[src/rtl/key_pkg.sv]
// Shared definitions for the push-button pulse generator.
// Holds the per-button FSM state encoding, the counter widths and the
// number of button channels used by key_pulse_gen and key_channel.
package key_pkg;

    localparam int NUM_KEYS  = 4;
    // Debounce counter must hold DEB_TICKS values up to 15.
    localparam int DEB_CNT_W = 4;
    // Auto-repeat counter must hold REP_DELAY / REP_RATE.
    localparam int REP_CNT_W = 16;

    typedef enum logic [1:0] {
        KEY_IDLE   = 2'd0,
        KEY_ARM    = 2'd1,
        KEY_HELD   = 2'd2,
        KEY_DISARM = 2'd3
    } key_state_e;

endpackage

[src/rtl/key_channel.sv]
// Single-button debounce FSM (IDLE / ARM / HELD / DISARM).
// State only advances in cycles where tick is high. With KEY_REPEAT_EN
// defined, a held button also produces auto-repeat pulses.
// Ports:
//   CLK    - system clock
//   RST    - synchronous active-high reset
//   tick   - one-cycle sample strobe from the shared prescaler
//   synced - synchronised button level (1 = pressed)
//   level  - debounced level, registered (1 in HELD / DISARM)
//   press  - one-cycle pulse after the tick that accepts a press
//            (plus auto-repeat pulses when KEY_REPEAT_EN is defined)
module key_channel
    import key_pkg::*;
#(
    parameter int DEB_TICKS = 4
`ifdef KEY_REPEAT_EN
    ,
    parameter int REP_DELAY = 250,
    parameter int REP_RATE  = 60
`endif
)(
    input  logic CLK,
    input  logic RST,
    input  logic tick,
    input  logic synced,
    output logic level,
    output logic press
);

    localparam logic [DEB_CNT_W-1:0] DEB_LAST = DEB_CNT_W'(DEB_TICKS);

    key_state_e           state_r;
    logic [DEB_CNT_W-1:0] deb_cnt_r;
    logic [DEB_CNT_W-1:0] deb_cnt_inc_s;
    logic                 deb_done_s;
    logic                 rep_fire_s;

    assign deb_cnt_inc_s = deb_cnt_r + DEB_CNT_W'(1);
    assign deb_done_s    = (deb_cnt_inc_s == DEB_LAST);

`ifdef KEY_REPEAT_EN
    localparam logic [REP_CNT_W-1:0] REP_DELAY_V = REP_CNT_W'(REP_DELAY);
    localparam logic [REP_CNT_W-1:0] REP_RATE_V  = REP_CNT_W'(REP_RATE);

    logic [REP_CNT_W-1:0] rep_cnt_r;
    logic [REP_CNT_W-1:0] rep_cnt_inc_s;
    logic                 rep_first_done_r;

    assign rep_cnt_inc_s = rep_cnt_r + REP_CNT_W'(1);

    // Repeat fires on the tick that completes the initial delay, then each rate period.
    always_comb begin
        rep_fire_s = 1'b0;
        if (tick && (state_r == KEY_HELD) && synced) begin
            if (rep_first_done_r) begin
                rep_fire_s = (rep_cnt_inc_s == REP_RATE_V);
            end else begin
                rep_fire_s = (rep_cnt_inc_s == REP_DELAY_V);
            end
        end else begin
            rep_fire_s = 1'b0;
        end
    end

    // Repeat counter: advances per tick while staying in HELD, clears otherwise,
    // so both ARM->HELD and DISARM->HELD entries start from zero.
    always_ff @(posedge CLK) begin
        if (RST) begin
            rep_cnt_r        <= '0;
            rep_first_done_r <= 1'b0;
        end else if (tick) begin
            if ((state_r == KEY_HELD) && synced) begin
                if (rep_fire_s) begin
                    rep_cnt_r        <= '0;
                    rep_first_done_r <= 1'b1;
                end else begin
                    rep_cnt_r        <= rep_cnt_inc_s;
                    rep_first_done_r <= rep_first_done_r;
                end
            end else begin
                rep_cnt_r        <= '0;
                rep_first_done_r <= 1'b0;
            end
        end else begin
            rep_cnt_r        <= rep_cnt_r;
            rep_first_done_r <= rep_first_done_r;
        end
    end
`else
    assign rep_fire_s = 1'b0;
`endif

    // Debounce FSM with registered level and press outputs.
    // press is cleared every cycle unless a tick sets it, giving a one-cycle pulse.
    always_ff @(posedge CLK) begin
        if (RST) begin
            state_r   <= KEY_IDLE;
            deb_cnt_r <= '0;
            level     <= 1'b0;
            press     <= 1'b0;
        end else if (tick) begin
            press <= 1'b0;
            case (state_r)
                KEY_IDLE: begin
                    if (synced) begin
                        // A single-tick debounce accepts the press immediately.
                        if (DEB_TICKS == 1) begin
                            state_r   <= KEY_HELD;
                            deb_cnt_r <= '0;
                            level     <= 1'b1;
                            press     <= 1'b1;
                        end else begin
                            state_r   <= KEY_ARM;
                            deb_cnt_r <= DEB_CNT_W'(1);
                            level     <= 1'b0;
                        end
                    end else begin
                        state_r   <= KEY_IDLE;
                        deb_cnt_r <= '0;
                        level     <= 1'b0;
                    end
                end
                KEY_ARM: begin
                    if (!synced) begin
                        state_r   <= KEY_IDLE;
                        deb_cnt_r <= '0;
                        level     <= 1'b0;
                    end else if (deb_done_s) begin
                        state_r   <= KEY_HELD;
                        deb_cnt_r <= '0;
                        level     <= 1'b1;
                        press     <= 1'b1;
                    end else begin
                        state_r   <= KEY_ARM;
                        deb_cnt_r <= deb_cnt_inc_s;
                        level     <= 1'b0;
                    end
                end
                KEY_HELD: begin
                    if (!synced) begin
                        if (DEB_TICKS == 1) begin
                            state_r   <= KEY_IDLE;
                            deb_cnt_r <= '0;
                            level     <= 1'b0;
                        end else begin
                            state_r   <= KEY_DISARM;
                            deb_cnt_r <= DEB_CNT_W'(1);
                            level     <= 1'b1;
                        end
                    end else begin
                        state_r   <= KEY_HELD;
                        deb_cnt_r <= '0;
                        level     <= 1'b1;
                        press     <= rep_fire_s;
                    end
                end
                KEY_DISARM: begin
                    if (synced) begin
                        // Release was a glitch: back to HELD without a new pulse.
                        state_r   <= KEY_HELD;
                        deb_cnt_r <= '0;
                        level     <= 1'b1;
                    end else if (deb_done_s) begin
                        state_r   <= KEY_IDLE;
                        deb_cnt_r <= '0;
                        level     <= 1'b0;
                    end else begin
                        state_r   <= KEY_DISARM;
                        deb_cnt_r <= deb_cnt_inc_s;
                        level     <= 1'b1;
                    end
                end
                default: begin
                    state_r   <= KEY_IDLE;
                    deb_cnt_r <= '0;
                    level     <= 1'b0;
                end
            endcase
        end else begin
            state_r   <= state_r;
            deb_cnt_r <= deb_cnt_r;
            level     <= level;
            press     <= 1'b0;
        end
    end

endmodule

[src/rtl/key_pulse_gen.sv]
// Push-button pulse generator: synchronises NUM_KEYS raw button inputs,
// produces a shared sample tick and debounces each button into a level
// and a one-cycle press pulse. Optional macro KEY_REPEAT_EN enables
// auto-repeat pulses while a button is held.
// Ports:
//   CLK   - system clock
//   RST   - synchronous active-high reset
//   PUSH  - raw asynchronous button levels (1 = pressed)
//   LEVEL - debounced button levels, registered
//   PRESS - one-cycle press pulses, registered
//   TICK  - one-cycle sample strobe every TICK_DIV+1 cycles, registered
module key_pulse_gen
    import key_pkg::*;
#(
    parameter int TICK_DIV  = 2000,
    parameter int DEB_TICKS = 4,
    parameter int REP_DELAY = 250,
    parameter int REP_RATE  = 60
)(
    input  logic                CLK,
    input  logic                RST,
    input  logic [NUM_KEYS-1:0] PUSH,
    output logic [NUM_KEYS-1:0] LEVEL,
    output logic [NUM_KEYS-1:0] PRESS,
    output logic                TICK
);

    localparam int PRESC_W = (TICK_DIV > 0) ? $clog2(TICK_DIV + 1) : 1;
    localparam logic [PRESC_W-1:0] PRESC_MAX = PRESC_W'(TICK_DIV);

    // Reject configurations the counters cannot represent.
    if ((DEB_TICKS < 1) || (DEB_TICKS > 15) || (TICK_DIV < 0) ||
        (REP_DELAY < 1) || (REP_DELAY > 65535) ||
        (REP_RATE < 1) || (REP_RATE > 65535)) begin : g_bad_cfg
        $error("key_pulse_gen: parameter out of range");
    end

    logic [PRESC_W-1:0]  presc_r;
    logic [PRESC_W-1:0]  presc_next_s;
    logic                tick_r;
    logic [NUM_KEYS-1:0] push_meta_r;
    logic [NUM_KEYS-1:0] push_sync_r;

    // Prescaler wrap: counts 0..TICK_DIV.
    always_comb begin
        presc_next_s = '0;
        if (presc_r == PRESC_MAX) begin
            presc_next_s = '0;
        end else begin
            presc_next_s = presc_r + PRESC_W'(1);
        end
    end

    // Prescaler and tick strobe; tick_r is high while the count sits at TICK_DIV.
    always_ff @(posedge CLK) begin
        if (RST) begin
            presc_r <= '0;
            tick_r  <= 1'b0;
        end else begin
            presc_r <= presc_next_s;
            tick_r  <= (presc_next_s == PRESC_MAX);
        end
    end

    // Two-flop synchroniser for the asynchronous button inputs.
    always_ff @(posedge CLK) begin
        if (RST) begin
            push_meta_r <= '0;
            push_sync_r <= '0;
        end else begin
            push_meta_r <= PUSH;
            push_sync_r <= push_meta_r;
        end
    end

    assign TICK = tick_r;

    for (genvar gi = 0; gi < NUM_KEYS; gi++) begin : g_key
        key_channel #(
            .DEB_TICKS (DEB_TICKS)
`ifdef KEY_REPEAT_EN
            ,
            .REP_DELAY (REP_DELAY),
            .REP_RATE  (REP_RATE)
`endif
        ) u_chan (
            .CLK    (CLK),
            .RST    (RST),
            .tick   (tick_r),
            .synced (push_sync_r[gi]),
            .level  (LEVEL[gi]),
            .press  (PRESS[gi])
        );
    end

endmodule

[config.mk]
export PLATFORM = sky130hd
export DESIGN_NAME = key_pulse_gen
export DESIGN_NICKNAME = d
export VERILOG_FILES = /design/src/rtl/key_pkg.sv /design/src/rtl/key_channel.sv /design/src/rtl/key_pulse_gen.sv
export SDC_FILE = /design/constraint.sdc
export NUM_CORES = 1
export LEC_CHECK = 0
export CORE_ASPECT_RATIO = 2
export CORE_UTILIZATION = 35
export DETAILED_ROUTE_END_ITERATION = 7
export GPL_ROUTABILITY_DRIVEN = 0
export HOLD_SLACK_MARGIN = 0.12
export PLACE_DENSITY = 0.6
export SLEW_MARGIN = 25
export SYNTH_ARGS = -nofsm -noshare
export SYNTH_HDL_FRONTEND = slang
export SYNTH_SLANG_ARGS = --single-unit
[constraint.sdc]
create_clock -name CLK -period 2.1 [get_ports CLK]
set_clock_uncertainty 0.15 [all_clocks]
set_input_delay 0.42 -clock CLK [delete_from_list [all_inputs] [get_ports CLK]]
set_output_delay 0.42 -clock CLK [all_outputs]
set_load 0.02 [all_outputs]
==> impl_metrics.csv, run 1 <==
group,metric,value,unit
yosys,synth_fp_nets,293,
min_path,whs_endpoint,"push_sync_r[3]",
power_and_ir_drop,power.density,675,nW/um^2
clock_tree,cts_tree,"done",
power_and_ir_drop,cellLeakagePower,0.962,nW
yosys,async_flop_share,0,%
route,vias_per_cell,5.07,
worst_setup_path,r2r-end,"TICK",
place,placed_area,2510,um^2
timing,final.period_utilization,91.9,%
min_path,holdCritStartpoint,"push_meta_r[3]",
yosys,ys_warn_count,0,
timing,max_freq,0.518,GHz
worst_setup_path,worstSetupEndpointType,"flop",
worst_setup_path,rr_startpoint,"presc_r[1]",
timing,maxSlewViolCount,0,
timing,slew_headroom,73.9,%
timing,setup_viol,0,
yosys,synth-main-ff-cell,"dfxtp_1",
route,ant_nets,0,
layout,multi_input_area,1220,um^2
worst_setup_path,required,2180,ps
timing,whs,302,ps
min_path,min_path_type,"flop to flop",
route,drc_errors,0,
clock_tree,htree_levels,2,
worst_setup_path,start_kind,"flop",
worst_setup_path,critical_path_arrival,2010,ps
floorplan,fp.dieArea,6980,um^2
clock_tree,cts.sinks,48,
timing,fin_crit,1930,ps
layout,nFillCells,665,
layout,nets,300,
floorplan,start_util,36.5,%
status,status,"finished clean",
yosys,avgSynthCellArea,8.38,um^2
layout,seq_area,962,um^2
yosys,synth-seq-cells,48,
timing,tightest_slew,390,ps
global_route,grt.overflow.total,0,
timing,fin_setup_tns,0,ps
clock_tree,clk_pin_slew,60,ps
route,dr.pass1.iters,4,
worst_setup_path,crit_fanout,5,
layout,final_area,2670,um^2
route,drtIter0Drc,59,
floorplan,die_w,59.6,um
clock_tree,cts_buffers,5,
place,dpl.hpwl,3350,um
min_path,holdPathStages,1,
yosys,synthCells,277,
yosys,synth_edf_count,0,
worst_setup_path,r2r_slack,170,ps
layout,final_cell_mix,"dfxtp_1, nor2_1, nand2_1",
floorplan,die_y,117,um
floorplan,rows,41,
power_and_ir_drop,switching_share,20.4,%
worst_setup_path,worst_r2r_path_depth,7,
worst_setup_path,cp_cell_sequence,"inv_1 -> ha_1 -> nand2_1 -> nor3b_1 -> or4_1 -> nor4_1 -> and4b_1",
power_and_ir_drop,p_comb_share,3.7,%
clock_tree,cts_root_buf,"clkbuf_16",
worst_setup_path,slowest_stage,"or4_1",
route,vias,1882,
power_and_ir_drop,p_sw,368,uW
worst_setup_path,critPathMaxStageDelay,490,ps
clock_tree,clockBufferDepth,2,
timing,hold_viol,0,
global_route,grt_usage,14.9,%
route,avgRoutedWirePerCell,12.3,um
clock_tree,clk_latency,290,ps
yosys,ys_seq_area_share,41.4,%
timing,rsz0062_at_grt,"false",
power_and_ir_drop,power,1.80,mW
layout,area_growth,15.0,%
floorplan,pin_count,15,
global_route,grt_pass1_wl,7960,um
global_route,grt_max_degree,44,
worst_setup_path,crit_path_start,"presc_r[1]",
worst_setup_path,path_class,"flop to flop",
power_and_ir_drop,peakVddDrop,0.442,mV
place,port-buffer-count,14,
power_and_ir_drop,p_int,1.43,mW
global_route,antenna_found_initial,0,
power_and_ir_drop,clkPwrFrac,44.1,%
floorplan,core_region_area,6360,um^2
layout,mostFrequentLayoutCell,"dfxtp_1",
layout,antenna_cells,0,
run,maxCapViolations,0,
global_route,grt_pass1_vias,1832,
yosys,syn_area,2320,um^2
route,wl,4570,um
layout,final_layout_size_suffix_gt1_share,5.61,%
power_and_ir_drop,pwr-share-seq,52.2,%
yosys,synth_cell_type_count,43,
## layer usage
metal  share of wire [%]  routed length (um)  GRT usage, %  vias up
li1                    -                   -             -      964
met1                  39                1800          14.7      882
met2                  55                2510          28.1       25
met3                 2.2                 102          2.64       11
met4                 3.3                 149          8.22        0
met5                   0                   0             0        -
## metrics by stage
stage	cells	utilization, %	setup slack, ps
4_1_cts	371	41.8	124
3_5_place_dp	363	39.5	138
3_3_place_gp	363	39.5	155
5_1_grt	371	42.0	9.00
2_1_floorplan	277	-	242
6_report	371	42.0	170
## kinds of logic after synthesis
logic type,Yosys count,share of synthesized area [%]
xor+xnor,13,4.91
flops,48,41.4
simple gates,125,28.2
compound gates,48,12.8
buf+inv,31,6.41
fa+ha+maj,10,5.39
mux,2,0.863
## critical path: cells and delay by family (launching register included)
family | cells | cell delay (ps)
AND/OR/NAND/NOR | 5 | 1080
adder cells (fa/ha/maj) | 1 | 200
buffers and inverters | 1 | 60
flip-flops | 1 | 390
## registers in the layout, summed over array words and instances, names as in the netlist
register	cells
g_key.u_chan.state_r	7
push_sync_r	4
g_key.u_chan.level	1
push_meta_r	4
g_key.u_chan.press	4
g_key.u_chan.deb_cnt_r	16
presc_r	11
TICK	1
## worst max-delay path by stage
stage | slack (ps) | cells past startpoint | endpoint
global placement | 160 | 5 | TICK
detailed placement | 140 | 7 | TICK
floorplan | 240 | 7 | TICK
CTS | 120 | 7 | TICK
global route | 9 | 7 | TICK
finish | 170 | 7 | TICK
## layout make-up
class                   count  area share, %
clock buffers               8           5.49
inverters                  12           1.69
multi-input cells         198           45.6
flip-flops and latches     48           36.1
repair buffers             19           7.13
well taps                  86           4.03
## power groups by stage
stage | clock network [mW] | registers [mW] | logic [mW]
6_report | 0.793 | 0.941 | 0.0666
5_1_grt | 0.852 | 0.943 | 0.0758
4_1_cts | 0.819 | 0.940 | 0.0676
3_5_place_dp | 0 | 0.961 | 0.0675
3_3_place_gp | 0 | 0.960 | 0.0662
2_1_floorplan | 0 | 0.956 | 0.0448
## what timing repair did
action	4_1_cts	5_1_grt
setup endpoints to repair	0	1
resized for setup	0	2
buffers inserted	0	0
hold buffers	0	0
## synth_stat cells (2+ instances only)
master	count	share of area [%]
o21ai_0	5	1.1
xor2_1	9	3.4
and3_1	2	0.54
nor3_1	3	0.65
and2_1	4	1.1
inv_1	11	1.8
nand3_2	2	0.86
a21bo_1	2	0.86
a31oi_1	6	1.6
nand2b_1	5	1.3
or4_1	2	0.65
nor4_1	7	1.9
clkbuf_1	9	1.5
nand3b_1	2	0.65
nor3b_1	6	1.9
or3_1	2	0.54
nand2_1	24	3.9
ha_1	10	5.4
nand4_1	4	1.1
or2_1	2	0.54
a21o_1	2	0.65
nand3_1	19	4.1
nor2_1	28	4.5
o21ai_1	6	1.3
buf_4	8	2.6
dfxtp_1	48	41
nor2b_1	9	2.4
o211ai_1	3	0.97
a22oi_1	4	1.3
xnor2_1	4	1.5
a21oi_1	15	3.2
o2111ai_1	2	0.75
mux2i_1	2	0.86
Power figures use the tool's default switching activity.
==> inputs of run 2 (changes only) <==
- GPL_TIMING_DRIVEN: not set -> 0
- clock period: 2.1 -> 1.9 ns (I/O delays scaled with it)
==> run 2 against run 1 <==
- register-to-register slack worse by 130 ps
- clock power up 25%
- final area up 6.1%
- cell count up 4.0%
- power up 18%
- routed wire length up 13%
- hold slack worse by 12 ps
- die area unchanged
- sequential power up 11%
- core utilization up 2.6 points
- count of clock-buffer cells in the layout down 2
- critical path type unchanged
- critical endpoint unchanged
==> impl_metrics.csv, run 2 (synthesis results as in run 1) <==
group,metric,value,unit
route,avgRoutedWirePerCell,13.3,um
clock_tree,cts_root_buf,"clkbuf_16",
layout,stdcell_count,386,
clock_tree,cts.sinks,48,
status,status,"finished clean",
min_path,whs_endpoint,"push_sync_r[1]",
clock_tree,clockBufferDepth,2,
timing,whs,289,ps
worst_setup_path,slowest_stage,"dfxtp_4",
worst_setup_path,rr_startpoint,"presc_r[1]",
clock_tree,cts_buffers,5,
worst_setup_path,cp_cell_sequence,"buf_4 -> nand2_1 -> nor4_1 -> o22ai_1 -> nor4_4 -> and4b_1",
timing,tightest_slew,525,ps
layout,area_growth,22.0,%
global_route,antenna_found_initial,0,
floorplan,rows,41,
global_route,grt.overflow.total,0,
place,dpl.hpwl,3770,um
global_route,grt_pass1_wl,8400,um
layout,reg_top3,"g_key.u_chan.deb_cnt_r: 16 flops, presc_r: 11 flops, g_key.u_chan.state_r: 7 flops",
layout,largest_reg_flops,16,
min_path,holdPathStages,1,
place,port-buffer-count,14,
layout,antenna_cells,0,
power_and_ir_drop,switching_share,20.7,%
timing,maxSlewViolCount,0,
power_and_ir_drop,p_sw,441,uW
global_route,grt_usage,16.2,%
clock_tree,clk_latency,290,ps
power_and_ir_drop,peakVddDrop,0.656,mV
worst_setup_path,r2r_slack,40,ps
worst_setup_path,crit_path_start,"presc_r[1]",
layout,final_util,44.5,%
clock_tree,htree_levels,2,
layout,nets,315,
timing,fin_crit,1860,ps
layout,mostFrequentLayoutCell,"dfxtp_1",
worst_setup_path,worst_r2r_path_depth,6,
route,dr.pass1.iters,4,
layout,regMostFlops,"g_key.u_chan.deb_cnt_r",
route,vias_per_cell,5.07,
worst_setup_path,required,1990,ps
global_route,grt_max_degree,15,
route,drc_errors,0,
power_and_ir_drop,p_comb_share,4.3,%
power_and_ir_drop,pwr-share-seq,48.9,%
power_and_ir_drop,power,2.13,mW
layout,nFillCells,677,
run,maxCapViolations,0,
worst_setup_path,worstSetupEndpointType,"flop",
clock_tree,clk_pin_slew,70,ps
global_route,grt_pass1_vias,1860,
place,dp_cells,377,
timing,slew_headroom,65.0,%
route,vias,1957,
min_path,holdCritStartpoint,"push_meta_r[1]",
floorplan,core_region_area,6360,um^2
worst_setup_path,critical_path_arrival,1940,ps
timing,hold_viol,0,
route,ant_nets,0,
worst_setup_path,path_class,"flop to flop",
floorplan,die_w,59.6,um
worst_setup_path,critPathMaxStageDelay,370,ps
floorplan,pin_count,15,
clock_tree,hold_buffers,0,
layout,final_cell_mix,"dfxtp_1, nor2_1, nand2_1",
floorplan,fp.dieArea,6980,um^2
power_and_ir_drop,cellLeakagePower,1.07,nW
worst_setup_path,crit_fanout,4,
power_and_ir_drop,power.density,751,nW/um^2
worst_setup_path,start_kind,"flop",
clock_tree,cts_tree,"done",
floorplan,start_util,36.5,%
timing,max_freq,0.538,GHz
route,drtIter0Drc,43,
timing,rsz0062_at_grt,"false",
layout,final_layout_size_suffix_gt1_share,13.0,%
power_and_ir_drop,p_int,1.69,mW
floorplan,die_y,117,um
min_path,min_path_type,"flop to flop",
timing,setup_viol,0,
timing,final.period_utilization,97.8,%
power_and_ir_drop,clkPwrFrac,46.8,%
route,wl,5150,um
worst_setup_path,r2r-end,"TICK",
-- run 2: how the worst max path moves through the flow --
stage | endpoint | slack, ps
finish | TICK | 40
global route | g_key[3].u_chan.deb_cnt_r[2] | 0.5
CTS | TICK | -10
detailed placement | presc_r[8] | -370
floorplan | TICK | 40
global placement | g_key[3].u_chan.deb_cnt_r[1] | -330
-- run 2: cell type report --
cell class	count	area, um^2	share of cell area, %
Tap cell	86	108	3.80
Timing Repair Buffer	16	150	5.30
Buffer	18	110	3.89
Multi-Input combinational cell	198	1280	45.2
Inverter	12	47.5	1.68
Sequential cell	48	973	34.4
Clock buffer	6	129	4.55
Clock inverter	2	35.0	1.24
-- run 2: repair_timing --
| item | CTS | global route |
|---|---|---|
| resized for setup | 15 | 19 |
| buffers inserted | 0 | 2 |
| setup endpoints to repair | 22 | 12 |
| pin swaps | 2 | 4 |
-- run 2: per-stage QoR --
step / TNS [ps] / instance area (um^2) / setup slack (ps)
after detailed placement: -7230 / 2570 / -367
after global routing: 0 / 2830 / 0.517
after floorplan: 0 / 2320 / 42.4
after global placement: -6420 / 2570 / -329
after CTS: -12.1 / 2760 / -12.1
final: 0 / 2830 / 42.7
-- run 2: critical path: cells and delay by family, from the launching register on --
kind | cells | cell delay, ps
buf+inv | 1 | 120
simple gates | 4 | 950
compound gates | 1 | 220
flops | 1 | 370
-- run 2: layer usage --
layer | share of wire [%] | vias to the layer above | GRT usage, %
met1 | 39 | 930 | 15.8
met4 | 2.3 | 0 | 9.61
met5 | 0 | - | 0
li1 | - | 995 | -
met2 | 57 | 25 | 30.6
met3 | 1.9 | 7 | 2.75
-- run 2: power by group through the flow --
| stage | clock (mW) | sequential [mW] | combinational [mW] |
|---|---|---|---|
| 6_report | 0.995 | 1.04 | 0.0919 |
| 2_1_floorplan | 0 | 1.06 | 0.0495 |
| 5_1_grt | 1.04 | 1.04 | 0.103 |
| 3_3_place_gp | 0 | 1.06 | 0.0744 |
| 4_1_cts | 1.01 | 1.04 | 0.0780 |
| 3_5_place_dp | 0 | 1.06 | 0.0748 |
==> inputs of run 3 (changes only) <==
- CTS_BUF_LIST: not set -> sky130_fd_sc_hd__clkbuf_16
- REMOVE_ABC_BUFFERS: not set -> 1
==> run 3 against run 2 <==
- first-iteration DRC count rose to 3.0 times the previous value
- largest power group unchanged
- critical path depth is 5 lower
- critical endpoint is now LEVEL[1]
- fmax increased by 1.3%
- critical path type is now flop to primary output
- count of clock-buffer cells in the layout fell by 1
- sequential power hardly changed
==> impl_metrics.csv, run 3 (synthesis results as in run 1) <==
group,metric,value,unit
route,drc_errors,0,
layout,antenna_cells,0,
timing,final.period_utilization,96.5,%
power_and_ir_drop,cellLeakagePower,0.969,nW
timing,whs,272,ps
floorplan,die_w,59.6,um
floorplan,pin_count,15,
layout,mostFrequentLayoutCell,"dfxtp_1",
floorplan,core_region_area,6360,um^2
worst_setup_path,cp_top_family,"buffers and inverters",
worst_setup_path,cp_cell_sequence,"clkdlybuf4s50_1",
layout,nFillCells,651,
clock_tree,clk_pin_slew,60,ps
place,dp_cells,359,
run,maxCapViolations,0,
min_path,holdCritStartpoint,"RST",
worst_setup_path,slowest_stage,"clkdlybuf4s50_1",
global_route,grt.overflow.total,0,
layout,nets,297,
layout,final_cell_mix,"dfxtp_1, nor2_1, nand2_1",
worst_setup_path,r2r-end,"TICK",
power_and_ir_drop,p_int,1.54,mW
clock_tree,cts.sinks,48,
timing,setup_viol,0,
global_route,grt_pass1_wl,7210,um
global_route,grt_pass1_vias,1702,
layout,final_util,42.3,%
layout,final_layout_size_suffix_gt1_share,10.3,%
global_route,antenna_found_initial,0,
layout,largest_reg_flops,16,
power_and_ir_drop,power.density,729,nW/um^2
timing,slew_headroom,73.5,%
clock_tree,cts_tree,"done",
place,placed_area,2480,um^2
status,status,"finished clean",
worst_setup_path,worstSetupEndpointType,"primary output",
place,dpl.hpwl,3000,um
layout,reg_top3,"g_key.u_chan.deb_cnt_r: 16 flops, presc_r: 11 flops, g_key.u_chan.state_r: 7 flops",
power_and_ir_drop,power,1.96,mW
floorplan,rows,41,
min_path,min_path_type,"input pin to flop",
clock_tree,clockBufferDepth,2,
route,vias_per_cell,5.07,
worst_setup_path,r2r_slack,80,ps
layout,seq_area,978,um^2
timing,tightest_slew,398,ps
worst_setup_path,crit_fanout,4,
power_and_ir_drop,switching_share,21.6,%
timing,maxSlewViolCount,0,
power_and_ir_drop,peakVddDrop,0.482,mV
timing,max_freq,0.545,GHz
power_and_ir_drop,p_comb_share,4.0,%
worst_setup_path,worstSetupEndpoint,"LEVEL[1]",
layout,area_growth,15.9,%
clock_tree,cts_root_buf,"clkbuf_16",
worst_setup_path,required,1370,ps
worst_setup_path,path_buf_inv,1,
route,dr.pass1.iters,4,
power_and_ir_drop,pwr-share-seq,53.0,%
timing,fin_setup_tns,0,ps
route,vias,1861,
timing,fin_crit,1830,ps
clock_tree,htree_levels,2,
floorplan,die_y,117,um
worst_setup_path,path_class,"flop to primary output",
worst_setup_path,worst_r2r_path_depth,6,
route,ant_nets,0,
timing,hold_viol,0,
clock_tree,cts_buffers,5,
global_route,grt_max_degree,35,
power_and_ir_drop,p_sw,424,uW
worst_setup_path,critPathMaxStageDelay,620,ps
global_route,grt_usage,13.6,%
worst_setup_path,critical_path_arrival,1300,ps
floorplan,fp.dieArea,6980,um^2
clock_tree,clk_latency,290,ps
place,port-buffer-count,14,
route,drtIter0Drc,128,
layout,stdcell_count,367,
route,avgRoutedWirePerCell,11.5,um
worst_setup_path,start_kind,"flop",
timing,rsz0062_at_grt,"false",
worst_setup_path,rr_startpoint,"presc_r[0]",
timing,timing.final.ws_setup,66.5,ps
power_and_ir_drop,clkPwrFrac,43.0,%
place,pre_cts_ws,-101,ps
floorplan,start_util,36.5,%
route,wl,4220,um
layout,final_area,2690,um^2
worst_setup_path,path_depth,1,
layout,multi_input_area,1260,um^2
layout,regMostFlops,"g_key.u_chan.deb_cnt_r",
worst_setup_path,crit_path_start,"g_key[1].u_chan.state_r[1]",
## run 3: cell count changes in the layout (fill, tap and decap cells not counted), moves of 2 or more
cell / previous run / this run
clkbuf_2: 4 / 0
dfxtp_1: 42 / 40
clkbuf_1: 6 / 0
clkdlybuf4s50_1: 10 / 12
dlygate4sd2_1: 4 / 1
buf_4: 10 / 1
## run 3: timing repair
item,CTS,global route
resized for setup,8,14
pin swaps,1,3
hold buffers,0,0
endpoints found under the hold margin,0,0
buffers inserted,0,1
setup endpoints to repair,2,2
## run 3: area by class of cell
cell class | count | share of cell area [%]
clock buffers | 5 | 4.65
clock inverters | 2 | 0.465
inverters | 12 | 1.67
multi-input cells | 198 | 46.8
flip-flops and latches | 48 | 36.4
well taps | 86 | 4.00
repair buffers | 16 | 6.00
## run 3: metal layers
metal	track usage, %	vias to the layer above	wire [um]
li1	-	962	-
met1	13.3	865	1710
met2	25.2	25	2270
met3	2.75	9	121
met4	7.91	0	117
met5	0	-	0
## run 3: worst min-delay path by stage
stage / endpoint / cells past startpoint / slack (ps)
5_1_grt: g_key[0].u_chan.deb_cnt_r[1] / 2 / 300
3_3_place_gp: push_sync_r[2] / 1 / 290
2_1_floorplan: push_sync_r[0] / 1 / 260
6_report: g_key[0].u_chan.state_r[1] / 2 / 270
4_1_cts: g_key[0].u_chan.state_r[1] / 2 / 280
3_5_place_dp: push_sync_r[2] / 1 / 290
## run 3: power groups by stage
stage,combinational [mW],sequential [mW],clock [mW]
after floorplan,0.0357,1.06,0
after global placement,0.0660,1.06,0
after detailed placement,0.0703,1.06,0
after CTS,0.0707,1.04,0.872
after global routing,0.0851,1.04,0.917
final,0.0782,1.04,0.843
